$ cat config.mk
export PLATFORM = sky130hd
export DESIGN_NAME = keypad_scan_ctrl
export DESIGN_NICKNAME = d
export VERILOG_FILES = /design/src/rtl/keypad_scan_ctrl.sv
export SDC_FILE = /design/constraint.sdc
export NUM_CORES = 1
export LEC_CHECK = 0
export BUFFER_PORTS_ARGS = -buffer_cell sky130_fd_sc_hd__clkbuf_2
export CAP_MARGIN = 10
export CORE_ASPECT_RATIO = 0.6
export CORE_MARGIN = 2
export CORE_UTILIZATION = 55
export DETAILED_ROUTE_END_ITERATION = 10
export HOLD_SLACK_MARGIN = 0.12
export PLACE_DENSITY = 0.74
export SYNTH_ARGS = -nofsm -noshare
export SYNTH_HDL_FRONTEND = slang
export SYNTH_SLANG_ARGS = --single-unit
export TNS_END_PERCENT = 30
$ cat constraint.sdc
create_clock -name clk_100Hz -period 4.06 [get_ports clk_100Hz]
set_input_delay 0.812 -clock clk_100Hz [delete_from_list [all_inputs] [get_ports clk_100Hz]]
set_output_delay 0.812 -clock clk_100Hz [all_outputs]
set_load 0.01 [all_outputs]
$ cat src/rtl/keypad_scan_ctrl.sv
// 4x4 active-low keypad scanner with debounce, 3x3 key-code decode and a small event FIFO.
// Optional auto-repeat while a key is held: define KEYPAD_REPEAT_EN.
module keypad_scan_ctrl #(
  parameter int unsigned DEBOUNCE_CNT  = 3,
  parameter int unsigned FIFO_DEPTH    = 4,
  parameter int unsigned REPEAT_DELAY  = 50,
  parameter int unsigned REPEAT_PERIOD = 20
) (
  input  logic       clk_100Hz,
  input  logic       reset,
  input  logic [3:0] keypadCol,
  output logic [3:0] keypadRow,
  output logic       key_valid,
  output logic [3:0] key_code,
  input  logic       key_ready,
  output logic       key_held,
  output logic       overflow
);

  localparam int unsigned AW = $clog2(FIFO_DEPTH);
  localparam logic [3:0]  DB_LAST  = 4'(DEBOUNCE_CNT - 1);
  localparam logic [AW:0] FULL_CNT = (AW + 1)'(FIFO_DEPTH);

  if (DEBOUNCE_CNT < 2 || DEBOUNCE_CNT > 15 || FIFO_DEPTH < 2 || FIFO_DEPTH > 16 ||
      (FIFO_DEPTH & (FIFO_DEPTH - 1)) != 0 || REPEAT_DELAY == 0 || REPEAT_PERIOD == 0) begin : g_bad_cfg
    $error("keypad_scan_ctrl: invalid parameter set");
  end

  typedef enum logic [1:0] {SCAN, DEBOUNCE, HELD} state_t;

  state_t      state_q;
  logic [1:0]  row_q, col_q, row_nxt, hit_col;
  logic [3:0]  row_drv_q, code_q, cnt_q, rel_q, hit_code;
  logic        held_q, ovf_q, hit, col_low, push;

  logic [3:0]  mem_q [FIFO_DEPTH];
  logic [AW-1:0] rd_q, wr_q;
  logic [AW:0] count_q;
  logic [3:0]  last_q;
  logic        pop, full, do_push;

`ifdef KEYPAD_REPEAT_EN
  localparam logic [15:0] DLY_LAST = 16'(REPEAT_DELAY - 1);
  localparam logic [15:0] PER_LAST = 16'(REPEAT_PERIOD - 1);
  logic [15:0] rep_cnt_q;
  logic        rep_phase_q, rep_hit;
  assign rep_hit = (state_q == HELD) && col_low &&
                   (rep_cnt_q == (rep_phase_q ? PER_LAST : DLY_LAST));
`endif

  // Lowest-index low column on rows 0..2 wins; row 3 and column 3 never hit.
  always_comb begin
    hit     = 1'b0;
    hit_col = '0;
    if (row_q != 2'd3) begin
      if (!keypadCol[0]) begin
        hit = 1'b1; hit_col = 2'd0;
      end else if (!keypadCol[1]) begin
        hit = 1'b1; hit_col = 2'd1;
      end else if (!keypadCol[2]) begin
        hit = 1'b1; hit_col = 2'd2;
      end
    end
  end

  assign hit_code = {2'b00, row_q} * 4'd3 + {2'b00, hit_col};
  assign row_nxt  = row_q + 2'd1;
  assign col_low  = ~keypadCol[col_q];

  always_comb begin
    push = (state_q == DEBOUNCE) && col_low && (cnt_q == DB_LAST);
`ifdef KEYPAD_REPEAT_EN
    if (rep_hit) push = 1'b1;
`endif
  end

  always_ff @(posedge clk_100Hz or negedge reset) begin
    if (!reset) begin
      state_q   <= SCAN;
      row_q     <= '0;
      row_drv_q <= 4'b1110;
      col_q     <= '0;
      code_q    <= '0;
      cnt_q     <= '0;
      rel_q     <= '0;
      held_q    <= 1'b0;
`ifdef KEYPAD_REPEAT_EN
      rep_cnt_q   <= '0;
      rep_phase_q <= 1'b0;
`endif
    end else begin
      case (state_q)
        SCAN: begin
          if (hit) begin
            code_q  <= hit_code;
            col_q   <= hit_col;
            cnt_q   <= 4'd1;
            held_q  <= 1'b1;
            state_q <= DEBOUNCE;
          end else begin
            row_q     <= row_nxt;
            row_drv_q <= ~(4'b0001 << row_nxt);
          end
        end
        DEBOUNCE: begin
          if (col_low) begin
            if (cnt_q == DB_LAST) begin
              cnt_q   <= '0;
              rel_q   <= '0;
              state_q <= HELD;
`ifdef KEYPAD_REPEAT_EN
              rep_cnt_q   <= '0;
              rep_phase_q <= 1'b0;
`endif
            end else begin
              cnt_q <= cnt_q + 4'd1;
            end
          end else begin
            cnt_q     <= '0;
            held_q    <= 1'b0;
            row_q     <= row_nxt;
            row_drv_q <= ~(4'b0001 << row_nxt);
            state_q   <= SCAN;
          end
        end
        HELD: begin
          if (!col_low) begin
            // Repeat timing is frozen while a release is being qualified.
            if (rel_q == DB_LAST) begin
              rel_q     <= '0;
              held_q    <= 1'b0;
              row_q     <= row_nxt;
              row_drv_q <= ~(4'b0001 << row_nxt);
              state_q   <= SCAN;
            end else begin
              rel_q <= rel_q + 4'd1;
            end
          end else begin
            rel_q <= '0;
`ifdef KEYPAD_REPEAT_EN
            if (rep_hit) begin
              rep_cnt_q   <= '0;
              rep_phase_q <= 1'b1;
            end else begin
              rep_cnt_q <= rep_cnt_q + 16'd1;
            end
`endif
          end
        end
        default: state_q <= SCAN;
      endcase
    end
  end

  assign key_valid = (count_q != '0);
  assign full      = (count_q == FULL_CNT);
  assign pop       = key_valid & key_ready;
  assign do_push   = push & (~full | pop);

  always_ff @(posedge clk_100Hz or negedge reset) begin
    if (!reset) begin
      for (int unsigned i = 0; i < FIFO_DEPTH; i++) mem_q[i] <= '0;
      rd_q    <= '0;
      wr_q    <= '0;
      count_q <= '0;
      last_q  <= '0;
      ovf_q   <= 1'b0;
    end else begin
      if (do_push) begin
        mem_q[wr_q] <= code_q;
        wr_q        <= wr_q + 1'b1;
      end
      if (pop) begin
        last_q <= mem_q[rd_q];
        rd_q   <= rd_q + 1'b1;
      end
      if (do_push && !pop)      count_q <= count_q + 1'b1;
      else if (!do_push && pop) count_q <= count_q - 1'b1;
      if (push && full && !pop) ovf_q <= 1'b1;
    end
  end

  assign key_code  = key_valid ? mem_q[rd_q] : last_q;
  assign keypadRow = row_drv_q;
  assign key_held  = held_q;
  assign overflow  = ovf_q;

endmodule
==> Yosys cells after proc, flatten, opt, wreduce, memory -nomap -nowiden <==
Index checks and enable logic that the tools add are counted.
{ "classes": {"add_sub_neg": 8, "mul": 1, "magnitude_cmp": 4, "eq_ne": 14, "n_shift": 1, "muxes": 49, "bitwise": 8, "n_reduce_logical": 21} }
{ "ops": {"columns": ["op", "n"], "rows": [
  ["$mux W4", 15],
  ["$mux W2", 13],
  ["$bwmux W16", 1],
  ["$pmux W4 S2", 2],
  ["$ne A2 B2 Y1 const B", 7],
  ["$pmux W2 S3", 2],
  ["$pmux W4 S3", 1],
  ["$reduce_and A5 Y1", 2],
  ["$mux W1", 9],
  ["$add A4 B1 Y4 const B", 2],
  ["$bmux W4 S2", 1],
  ["$demux W4 S2", 1],
  ["$eq A4 B2 Y1 const B", 2],
  ["$logic_and A1 B1 Y1", 7],
  ["$add A2 B1 Y2 const B", 3],
  ["$ge A3 B3 Y1 const B", 2],
  ["$mux W3", 2],
  ["$not A2 Y3", 2],
  ["$reduce_bool A2 Y1", 3],
  ["$reduce_bool A3 Y1", 2],
  ["$add A4 B2 Y4", 1],
  ["$mul A2 B2 Y4 const B", 1],
  ["$not A4 Y4", 1],
  ["$reduce_and A2 Y1", 2],
  ["other kinds (19)", 22]
]} }
{ "totals": {"ff_bits": 51, "inputBits": 7, "output_inout_bits": 11, "wordCells": 123} }

==> Logic depth before layout (Yosys ltp) <==
Gate-level depths: netlist (run 1).
{ "depth": {"word_depth": 10, "ltp_mapped": 10} }

==> Worst setup path after synthesis (run 1) <==
No wires, ideal clock.
{ "synth_timing": {"kind": "in2reg", "start": "input port keypadCol[3]", "end": "register count_q[2]", "setup_ps": 79, "t_arrival_ps": 2778, "setup_slack_ps": 1203, "path_stages": 9, "path_buffers": 1, "path_cell_list": "mux4_2 > buf_2 > nor4_4 > ha_1 > inv_1 > fa_1 > xor2_1 > nor2_1 > xor2_1"} }
{ "synth_via": {"elab_chain_len": 9, "elab_cells_between_ends": 11} }
{ "synth_lines": {"columns": ["element", "line_no", "text"], "rows": [
  ["start, declared", "11", "input logic [3:0] keypadCol,"],
  ["$bmux W1 S2 *", "68", "assign col_low = ~keypadCol[col_q];"],
  ["$mux W1 (not written as such) *", "68", null],
  ["$not A1 Y1 *", "68", null],
  ["$logic_and A1 B1 Y1 * (2 in a row)", "71", "push = (state_q == DEBOUNCE) && col_low && (cnt_q == DB_LAST);"],
  ["$and A1 B1 Y1 *", "158", "assign do_push = push & (~full | pop);"],
  ["named net do_push", "40", "logic pop, full, do_push;"],
  ["$logic_not A1 Y1", "178", "else if (!do_push && pop) count_q <= count_q - 1'b1;"],
  ["$logic_and A1 B1 Y1", "178", null],
  ["$reduce_bool A2 Y1 (no source line)", null, null],
  ["end signal, assigned", "177", "if (do_push && !pop) count_q <= count_q + 1'b1;"],
  ["end signal, assigned", "178", null],
  ["end, declared", "38", "logic [AW:0] count_q;"]
]} }
Mark *: on every way through the listed nets, which the timed path passes. The rest lies on a longest branch. The select of a mux whose other input is x is not followed.
A chain may end at the register's enable or synchronous reset.

==> Final worst setup path (run 1) <==
{ "layout_timing": {"start": "register cnt_q[0]", "end": "register count_q[2]"} }
{ "layout_via": {"elab_chain_len": 6, "elab_cells_between_ends": 8} }
{ "layout_lines": {"columns": ["element", "line_no", "text"], "rows": [
  ["start, declared", "33", "logic [3:0] row_drv_q, code_q, cnt_q, rel_q, hit_code;"],
  ["start signal, assigned", "116", "cnt_q <= cnt_q + 4'd1;"],
  ["$eq A4 B2 Y1 *", "71", null],
  ["$logic_and A1 B1 Y1 *", "71", null],
  ["$and A1 B1 Y1 *", "158", null],
  ["named net do_push", "40", null],
  ["$logic_not A1 Y1", "178", null],
  ["$logic_and A1 B1 Y1", "178", null],
  ["$reduce_bool A2 Y1 (no source line)", null, null]
]} }
Mark *: on every way through the listed nets, which the timed path passes. The rest lies on a longest branch.

==> results.txt, run 1 <==
* Run status: finished, final reports clean
- Net count of the finished layout: 265
* Number of vias in the routed layout: 1651
- Of all nets on the critical path, the largest fanout is 8.
- The first routing iteration left 109 violations.
- Counting distinct cell types in the post-synthesis netlist gives 40.
- By startpoint and endpoint, the worst setup path is classified as flop to flop.
- The Yosys step of the flow raised 0 warnings.
- Register area share after synthesis: 0.4792
- In this run the horizontal extent of the chip is 93.97 um.
- The via count of the first global-routing pass was 1619.
- The routed design has 4707 um of wire.
- Total nets after synthesis: 243
- The cell area that synthesis handed to floorplanning was 2671 um^2.
- Largest net degree at the start of global routing: 35
- # H-tree levels: 2
- Detail-routed net length per standard cell: 15.64 um
- Hold repair after CTS inserted 0 buffers.
* # clock sinks: 51
- The initial antenna violation count came to 0.
- Across all register-to-register paths, the minimum setup slack is 1.24 ns.
* Post-synthesis instance total: 215
- Highest ir drop seen on vdd: 0.0004126 V
* Tmin final: 2.823 ns
* Pin slew with the least headroom to its limit: 0.8735 ns
* Sum of net half-perimeters after detailed placement: 3536 um
- Counting flops with a built-in enable in the synthesized netlist gives 0.
- Number of filler instances in the final layout: 383
- Setup repair after global routing missed its margin: false
- The cell sitting at the root of the clock tree is a clkbuf_8.
- At the end of routability-driven placement, the weighted congestion stood at 0.7493.
- Measured along the y axis, the die boundary spans 57.99 um.
* Post-synth ARST share: 1.000
- Final TNS setup: 0 ns
- Sequential cell area: 1280 um^2
* # DRC: 0
* Arrival time reported for the critical path endpoint: 3.04 ns
- The worst setup path is launched from a flop.
- CTS clock-pin slew for the worst setup and hold paths: 0.09 ns
* Worst setup skew after layout: 0.004878 ns
- Static leakage: 1.416 nW
* Max-slew violation count: 0
- Across the run, the number of max-cap violations was 0.
* Final Cycle Share: 0.6954
* Post-Place Cell Area: 2830 um^2
* Global-route congestion overflow total: 0
- For this design the top-level I/O count stands at 18.
- Counting flops and latches in the post-synthesis netlist gives 51.
* Final setup violation count: 0
* Core Box Area: 4612 um^2
* Top flip-flop cell by instance count after synthesis: dfrtp_1
* Post CTS Setup Buffer Count: 0
- The worst pin sits at a relative slew slack of 0.4177.
- From synthesis to final layout, the design area changed by 8.946%.
- Data required time of the worst path: 4.28 ns
- Number of optimization iterations in the first detailed-route pass: 4
- In the global route stage, overall resource usage came out at 0.1979.
- Derived from the worst setup path, the maximum achievable clock frequency is 0.3542 GHz.
- First-pass GRT wire length: 8059 um
* Final hold vios: 0
* Type of destination of the critical path: flop
- The count of buffers added on input and output ports is 17.
* Count of instances resized after the clock tree is built: 0
- In this run the deepest clock path goes through 2 buffers.
- Averaged over all synthesized cells, the footprint is 12.42 um^2.
- Most common cell after layout, fill and taps aside: dfrtp_1
- The repair_antennas step left the layout with diodes totalling 0.
- In the final layout, the share of cells above drive strength 1 is 0.2731.
- Die footprint: 5449 um^2
* Remaining antenna violation count after routing: 0
- For this design the ratio of total power to cell area is 669.2 nW/um^2.
- Post-route standard cell area excluding fillers: 2910 um^2
- Commonest cells after routing, fill and taps aside: dfrtp_1, mux2_2, inv_1
- Clock latency on the worst-skew pair, taken at its later pin, is 0.30 ns.
- # rows: 19
- Overall power consumption: 1.948 mW
- Area of combinational cells with multiple inputs: 1300 um^2
- Starting utilization of the core area: 0.5792
- Mean number of vias per cell: 5.485
- Clock tree from TritonCTS: yes
- Clock tree synthesis inserted a total of 5 buffers.
* Worst min path class: flop to flop
-- final timing paths --
| check | startpoint | to | depth (start not counted) |
|---|---|---|---|
| max in group asynchronous | reset | keypadRow[3] | 2 |
| hold / removal | keypadRow[3] | keypadRow[3] | 2 |
| setup reg to reg | cnt_q[0] | count_q[2] | 10 |
| setup / recovery | cnt_q[0] | count_q[2] | 10 |
| min in group asynchronous | reset | rd_q[1] | 1 |
| hold reg to reg | keypadRow[3] | keypadRow[3] | 2 |
-- synthesized netlist by cell type, types with 2 or more instances --
master / instances / area, um^2
nor3b_1: 2 / 15.01
a21o_1: 2 / 15.01
dfstp_2: 3 / 78.83
ha_1: 18 / 225.2
o21ai_0: 6 / 30.03
mux2i_1: 7 / 70.07
or3_1: 2 / 12.51
xnor2_1: 6 / 52.55
nand3_1: 4 / 20.02
nor4b_1: 2 / 17.52
mux4_2: 5 / 112.6
o21bai_1: 2 / 15.01
nand2b_1: 4 / 25.02
xor2_1: 2 / 17.52
dfrtp_1: 48 / 1201
mux2_2: 30 / 337.8
fa_1: 3 / 60.06
clkbuf_1: 2 / 7.510
o31ai_1: 5 / 37.54
nor2_1: 6 / 22.52
inv_1: 21 / 78.83
a21oi_1: 4 / 20.02
nand2_1: 14 / 52.55
-- critical path, stage by stage (launching register included) --
cell and delay, ns:
dfrtp_1 0.45, inv_1 0.08, ha_1 0.15, or3b_2 0.51, nor4_4 0.44, ha_1 0.27
inv_1 0.06, fa_1 0.37, xor2_1 0.15, nor2_1 0.11, xor2_1 0.17
-- state kept, by name (all words and copies together) (netlist names) --
register and cells:
cnt_q 4, code_q 4, col_q 2, count_q 3, key_held 1, keypadRow 4
last_q 4, mem_q 16, overflow 1, rd_q 2, rel_q 4, row_q 2
state_q 2, wr_q 2
-- final cells by class --
cell class                 count  area share
tap                           63     0.02709
inverter                      21     0.02709
multi-input combinational    140      0.4467
timing repair buffer          18     0.03181
clock buffer                   8     0.02752
sequential                    51      0.4398
-- metal layers --
metal | share of wire | wire length [um] | GRT usage
met5 | 0 | 0 | 0
met4 | 0.0093 | 44 | 0.05797
met3 | 0.041 | 194 | 0.04811
met2 | 0.43 | 2014 | 0.2796
met1 | 0.52 | 2453 | 0.3063
-- logic make-up (layout without fill, tap and decap cells) --
group           count (synthesis)  after routing  share of synthesized area
compound gates                 26             26                    0.06651
flops                          51             51                     0.4792
mux                            42             42                     0.1948
xor+xnor                        8              8                    0.02623
buf+inv                        24             47                    0.03419
simple gates                   43             43                    0.09227
fa+ha+maj                      21             21                     0.1068
-- where the power goes --
part	internal [mW]	leakage, nW	switching, mW
combinational	0.394	0.718	0.404
clock	0.123	0.0395	0.157
sequential	0.698	0.658	0.171
-- through the flow --
stage / hold slack [ns] / std cells / utilization / setup WS [ns]
2_1_floorplan: 0.4471 / 215 / - / 1.203
3_3_place_gp: 0.4552 / 293 / 0.6137 / 1.026
3_5_place_dp: 0.4538 / 293 / 0.6137 / 0.9453
4_1_cts: 0.4725 / 301 / 0.6310 / 1.229
5_1_grt: 0.5067 / 301 / 0.6310 / 1.062
6_report: 0.4697 / 301 / 0.6310 / 1.237
Note: power is estimated with default switching activity, not from simulation.
==> inputs of run 2 (changes only) <==
- clock period: 4.06 -> 2.95 ns (I/O delays scaled with it)
==> run 2 against run 1 <==
Utilization increased by 1.6 points. Combinational power increased by 40%. Flip-flop and latch count unchanged. Critical path type unchanged. Highest routed layer unchanged.
==> results.txt, run 2 (synthesis results as in run 1) <==
- Run status: finished, final reports clean (unchanged).
- Net count of the finished layout: 270 (was 265)
* Core Box Area: 4612 um^2 (unchanged)
- Worst setup skew after layout: 0.007486 ns (was 0.004878 ns)
- Post CTS Setup Buffer Count: 0 (unchanged)
- The reg-to-reg critical path endpoint is count_q[2] (unchanged).
- The first-pass GRT wire length came to 7990 um (was 8059 um).
* Worst reg2reg path depth: 10 (unchanged)
- The height of the chip is 57.99 um (unchanged).
- Number of buffers inserted during clock tree synthesis: 5 (unchanged)
- Number of violations reported at the end of detailed-routing iteration 0: 90 (was 109)
- Vias in the first global route: 1667 (was 1619)
* Final setup violation count: 0 (unchanged)
* # H-tree levels: 2 (unchanged)
- The number of remaining DRC errors is 0 (unchanged).
* Remaining antenna violation count after routing: 0 (unchanged)
* Detail-routed net length per standard cell: 15.36 um (was 15.64 um)
- Type of the setup path with the least slack: flop to flop (unchanged)
- Tmin final: 2.625 ns (was 2.823 ns)
* Final TNS setup: 0 ns (unchanged)
* Die Width: 93.97 um (unchanged)
- The power per cell area was 948.1 nW/um^2 (was 669.2 nW/um^2).
* Largest net degree at the start of global routing: 28 (was 35)
- The initial antenna violation count is 0 (unchanged).
- Met3 track demand over resource: 0.04811 (unchanged)
- The post-cts gate resize count is 0 (unchanged).
- Most common cell after layout, fill and taps aside: dfrtp_1 (unchanged)
- The maximum fanout along the worst path is 6 (was 8).
- The arrival time at the worst endpoint is 2.87 ns (was 3.04 ns).
* Type of destination of the critical path: flop (unchanged)
- Fraction of layout cells with a size suffix above 1: 0.3004 (was 0.2731)
- Number of optimization iterations in the first detailed-route pass: 4 (unchanged)
- The area growth from synthesis to final layout was 11.76% (was 8.946%).
- Highest ir drop seen on vdd: 0.0005880 V (was 0.0004126 V)
- Reg-to-Reg Start: cnt_q[0] (unchanged)
* Largest register by flop count: mem_q (unchanged)
- Final design utilization: 0.6473 (was 0.6310)
- The kind of start point of the critical path is a flop (unchanged).
- Worst min path class: primary input to asynchronous set/reset pin (was flop to flop)
- Max-cap check violation count: 0 (unchanged)
- The post-detailed-placement half-perimeter wirelength was 3372 um (was 3536 um).
* Peak-usage layer in the global routing report: met1 (unchanged)
- Worst skew pair latency: 0.31 ns (was 0.30 ns)
- Final hold vios: 0 (unchanged)
* Met2 demand-to-capacity share in global routing: 0.2684 (was 0.2796)
- The mean number of vias per cell was 5.480 (was 5.485).
- Starting utilization of the core area: 0.5792 (unchanged)
- Cts hold-fix bufs: 0 (unchanged)
- The number of rows created at floorplan is 19 (unchanged).
- The share of the clock period used by the worst path after layout was 0.8897 (was 0.6954).
- The flip-flop count of the largest register, all copies and words added is 16 (unchanged).
* Count of boundary I/O pins: 18 (unchanged)
- The global placer's final weighted congestion is 0.7528 (was 0.7493).
* Clock tree from TritonCTS: yes (unchanged)
* Static leakage: 1.464 nW (was 1.416 nW)
* Total Routing Usage GR: 0.1965 (was 0.1979)
- Peak clock frequency supported by timing: 0.3810 GHz (was 0.3542 GHz)
- The final antenna diode count came to 0 (unchanged).
- The root cell of the clock tree was clkbuf_8 (unchanged).
- CTS clock-pin slew for the worst setup and hold paths: 0.09 ns (about the same)
- Data required time of the worst path: 3.19 ns (was 4.28 ns)
* Slew HR: 0.5837 (was 0.4177)
- The worst-margin pin slew came to 0.6244 ns (was 0.8735 ns).
* Bufs on Longest Clock Path: 2 (unchanged)
* Commonest cells after routing, fill and taps aside: dfrtp_1, mux2_2, inv_1 (unchanged)
- Met1 Usage GRT: 0.3016 (was 0.3063)
- Overall power consumption: 2.830 mW (was 1.948 mW)
* Worst-case register-to-register setup slack: 0.33 ns (was 1.24 ns)
* Number of vias in the routed layout: 1677 (was 1651)
- Port Buf Inserts: 17 (unchanged)
- The area enclosed by the die boundary is 5449 um^2 (unchanged).
- # clock sinks: 51 (unchanged)
- Max-slew violation count: 0 (unchanged)
- Setup repair after global routing missed its margin: false (unchanged).
- Global-route congestion overflow total: 0 (unchanged)
- Overall routed net length: 4699 um (was 4707 um)
==> run 2: cell types whose count changed in the layout (fill, tap and decap cells not counted), sizes merged <==
| cell | previous run | this run |
|---|---|---|
| buf | 1 | 6 |
| clkbuf | 25 | 23 |
| bufinv | 0 | 1 |
| clkinv | 0 | 1 |
==> run 2: routing by layer <==
layer | vias up | routed length, um
met1 | 828 | 2541
met4 | 0 | 66
met3 | 7 | 193
li1 | 811 | -
met5 | - | 0
met2 | 31 | 1898
==> run 2: worst max-delay path by stage <==
| stage | start | end | slack (ns) | cells past startpoint |
|---|---|---|---|---|
| after global routing | cnt_q[0] | count_q[2] | 0.18 | 10 |
| final | cnt_q[0] | count_q[2] | 0.33 | 10 |
| after CTS | cnt_q[0] | count_q[2] | 0.31 | 10 |
| after global placement | keypadCol[0] | count_q[2] | 0.45 | 9 |
| after detailed placement | keypadCol[0] | count_q[2] | 0.36 | 9 |
| after floorplan | keypadCol[3] | count_q[2] | 0.31 | 9 |
==> run 2: layout make-up <==
class	instances	area, um^2
flip-flops and latches	51	1280
multi-input cells	140	1300
fillers	376	1627
well taps	63	78.83
repair buffers	23	130.1
inverters	21	78.83
clock buffers	6	82.58
clock inverters	2	35.03
==> run 2: critical path, stage by stage, from the launching register on <==
cell     delay, ns
dfrtp_1       0.45
inv_1         0.08
ha_1          0.17
or3b_2        0.51
nor4_4        0.24
ha_1          0.23
inv_1         0.07
fa_1          0.38
xor2_1        0.16
nor2_1        0.11
xor2_1        0.15
==> run 2: metrics by stage <==
stage	cell area (um^2)	hold WS, ns	setup WS, ns	instances
2_1_floorplan	2671	0.2944	0.3150	215
3_3_place_gp	2868	0.4441	0.4513	298
3_5_place_dp	2868	0.4482	0.3615	298
4_1_cts	2985	0.2905	0.3104	306
5_1_grt	2985	0.3154	0.1778	306
6_report	2985	0.2775	0.3255	306
==> run 2: where the power goes <==
part / switching, mW / internal (mW) / total [mW]
registers: 0.234 / 0.961 / 1.19
clock network: 0.236 / 0.275 / 0.511
logic: 0.559 / 0.566 / 1.12
==> inputs of run 3 (changes only) <==
- CELL_PAD_IN_SITES_DETAIL_PLACEMENT: not set -> 0
- CELL_PAD_IN_SITES_GLOBAL_PLACEMENT: not set -> 2
- CORE_UTILIZATION: 55 -> 41
- CTS_BUF_LIST: not set -> sky130_fd_sc_hd__clkbuf_8 sky130_fd_sc_hd__clkbuf_16
- PLACE_DENSITY: 0.74 -> 0.78
==> run 3 against run 2 <==
Utilization shrank 16 points. Wire length grew 6.3%. Hold slack lost 0.058 ns. Flip-flop and latch count is the same. Combinational power is essentially flat. Highest routed layer unchanged.
==> results.txt, run 3 (synthesis results as in run 1) <==
* Post CTS Setup Buffer Count: 0 (unchanged)
- The number of placed cells counting well taps is 322 (was 298).
- Peak clock frequency supported by timing: 0.3856 GHz (was 0.3810 GHz)
- Overall power consumption: 2.751 mW (was 2.830 mW)
- The post-detailed-placement half-perimeter wirelength is 3809 um (was 3372 um).
- The initial antenna violation count came to 0 (unchanged).
- Commonest cells after routing, fill and taps aside: dfrtp_1, mux2_2, inv_1 (unchanged).
- The source-to-sink clock delay at the later pin of the worst-skew pair came to 0.31 ns (about the same).
- Total Routing Usage GR: 0.1591 (was 0.1965)
- The clock period minus worst slack was 2.593 ns (was 2.625 ns).
- First-pass GRT wire length: 8590 um (was 7990 um)
* Global-route congestion overflow total: 0 (unchanged)
- The register containing the most flip-flops in the final layout was mem_q (unchanged).
* Final setup violation count: 0 (unchanged)
- Synthesis-to-finish area growth: 12.51% (was 11.76%)
* Count of instances resized after the clock tree is built: 0 (unchanged)
- Cts hold-fix bufs: 0 (unchanged)
- The mean number of vias per cell is 5.042 (was 5.480).
- # DRC: 0 (unchanged)
- The post-detailed-route count of antenna-violating nets was 0 (unchanged).
* Final TNS setup: 0 ns (unchanged)
- The proportion of layout cells with a drive suffix above 1 is 0.3049 (was 0.3004).
* Routability cong.: 0.7302 (was 0.7528)
- Type of the setup path with the least slack: flop to flop (unchanged)
* Fin worst setup slack: 0.3569 ns (was 0.3255 ns)
- Final hold vios: 0 (unchanged)
- The violation count after the first detailed-route iteration is 91 (was 90).
- P_sw: 1.048 mW (was 1.029 mW)
* Power density over cell area: 915.3 nW/um^2 (was 948.1 nW/um^2)
- The worst-margin pin slew came to 0.4992 ns (was 0.6244 ns).
- Run status: finished, final reports clean (unchanged)
- The root cell of the clock tree is clkbuf_8 (unchanged).
- # H-tree levels: 2 (unchanged)
- The wire length reported by the detailed router came to 4995 um (was 4699 um).
- The headroom to the max-slew limit was 0.6656 (was 0.5837).
- Maximum fanout encountered on the critical timing path: 6 (unchanged)
* Die Width: 108.2 um (was 93.97 um)
- Setup repair after global routing missed its margin: false (unchanged).
* Starting utilization of the core area: 0.4313 (was 0.5792)
* Number of optimization iterations in the first detailed-route pass: 4 (unchanged)
* Share of total power consumed by net switching: 0.3808 (was 0.3634)
* Die footprint: 7198 um^2 (was 5449 um^2)
- Final-layout worst hold slack: 0.2191 ns (was 0.2775 ns)
- Worst setup skew after layout: 0.01046 ns (was 0.007486 ns)
* Highest ir drop seen on vdd: 0.0004392 V (was 0.0005880 V)
- Max-cap check violation count: 0 (unchanged)
- Data required time of the worst path: 3.18 ns (was 3.19 ns)
- The worst-case clock buffer depth came to 2 (unchanged).
- Number of vias in the routed layout: 1664 (was 1677)
- The final layout net count was 273 (was 270).
* Final Cycle Share: 0.8790 (was 0.8897)
* Type of destination of the critical path: flop (unchanged)
- The number of max-slew violations in the final report came to 0 (unchanged).
* Most common cell after layout, fill and taps aside: dfrtp_1 (unchanged)
- The height of the chip was 66.53 um (was 57.99 um).
* Arrival time reported for the critical path endpoint: 2.82 ns (was 2.87 ns)
- The post-placement worst setup slack is 0.3488 ns (was 0.3615 ns).
- Final design utilization: 0.4853 (was 0.6473)
- The mean routed wirelength per cell came to 15.14 um (was 15.36 um).
* Count of inserted antenna diode cells: 0 (unchanged)
* Static leakage: 1.463 nW (was 1.464 nW)
* # rows: 22 (was 19)
- Clock tree from TritonCTS: yes (unchanged)
- The total clock buffers created by CTS was 5 (unchanged).
- Largest net degree at the start of global routing: 20 (was 28)
- Max reg flops: 16 (unchanged)
* Combinational group share of total power: 0.417 (was 0.397)
- The part of the total power dissipated in the clock network came to 0.150 (was 0.181).
* Post-route standard cell area excluding fillers: 3005 um^2 (was 2985 um^2)
- The final standard cell count with taps included and fillers excluded is 330 (was 306).
- Vias in the first global route: 1630 (was 1667)
* Port Buf Inserts: 17 (unchanged)
* Post-Place Cell Area: 2917 um^2 (was 2868 um^2)
- CTS clock-pin slew for the worst setup and hold paths: 0.10 ns (was 0.09 ns)
* # clock sinks: 51 (unchanged)
* Core Box Area: 6193 um^2 (was 4612 um^2)
- The number of ports placed on the die boundary was 18 (unchanged).
* Startpoint kind of the worst setup timing path: flop (unchanged)
* Cell internal pwr: 1.703 mW (was 1.802 mW)
- Relative contribution of sequential cells to total power: 0.433 (was 0.422)
- Worst min path class: primary input to asynchronous set/reset pin (unchanged)
- Worst-case register-to-register setup slack: 0.36 ns (was 0.33 ns)
run 3: changes by cell type in the layout (fill, tap and decap cells not counted), sizes merged:
cell      previous run  this run
clkinvlp             0         1
bufinv               1         0
buf                  6         9
inv                 21        23
clkinv               1         0
clkbuf              23        22
run 3: worst max-delay path, stage by stage (launching register included):
cell and delay [ns]:
dfrtp_1 0.44, inv_1 0.08, ha_1 0.15, or3b_2 0.50, nor4_4 0.27, ha_1 0.23, inv_1 0.06, fa_1 0.37
xor2_1 0.15, nor2_1 0.13, xor2_1 0.15
run 3: power by group through the flow:
stage          logic (mW)  registers (mW)  clock network, mW
3_3_place_gp         1.16            1.20                  0
6_report             1.15            1.19              0.412
2_1_floorplan       0.870            1.14                  0
5_1_grt              1.31            1.23              0.462
3_5_place_dp         1.16            1.20                  0
4_1_cts              1.17            1.19              0.427
run 3: final cells by class:
type	instances	area [um^2]
clock inverter	3	20.02
sequential	51	1280
timing repair buffer	26	152.6
clock buffer	5	68.82
multi-input combinational	140	1300
tap	84	105.1
fill	568	3188
inverter	21	78.83
run 3: metal layers:
metal | wire, um | global-route usage | vias up
met4 | 52 | 0.04808 | 0
met5 | 0 | 0 | -
met1 | 2909 | 0.2644 | 827
met3 | 129 | 0.03914 | 7
li1 | - | - | 812
met2 | 1904 | 0.1934 | 18
run 3: worst paths after layout:
path,from,end,depth (start not counted)
worst max-delay path,cnt_q[0],count_q[2],10
worst min-delay path,reset,row_q[0],1
worst max register to register,cnt_q[0],count_q[2],10
worst min register to register,keypadRow[2],keypadRow[2],2
max in group asynchronous,reset,keypadRow[2],2
min in group clk_100Hz,keypadRow[2],keypadRow[2],2
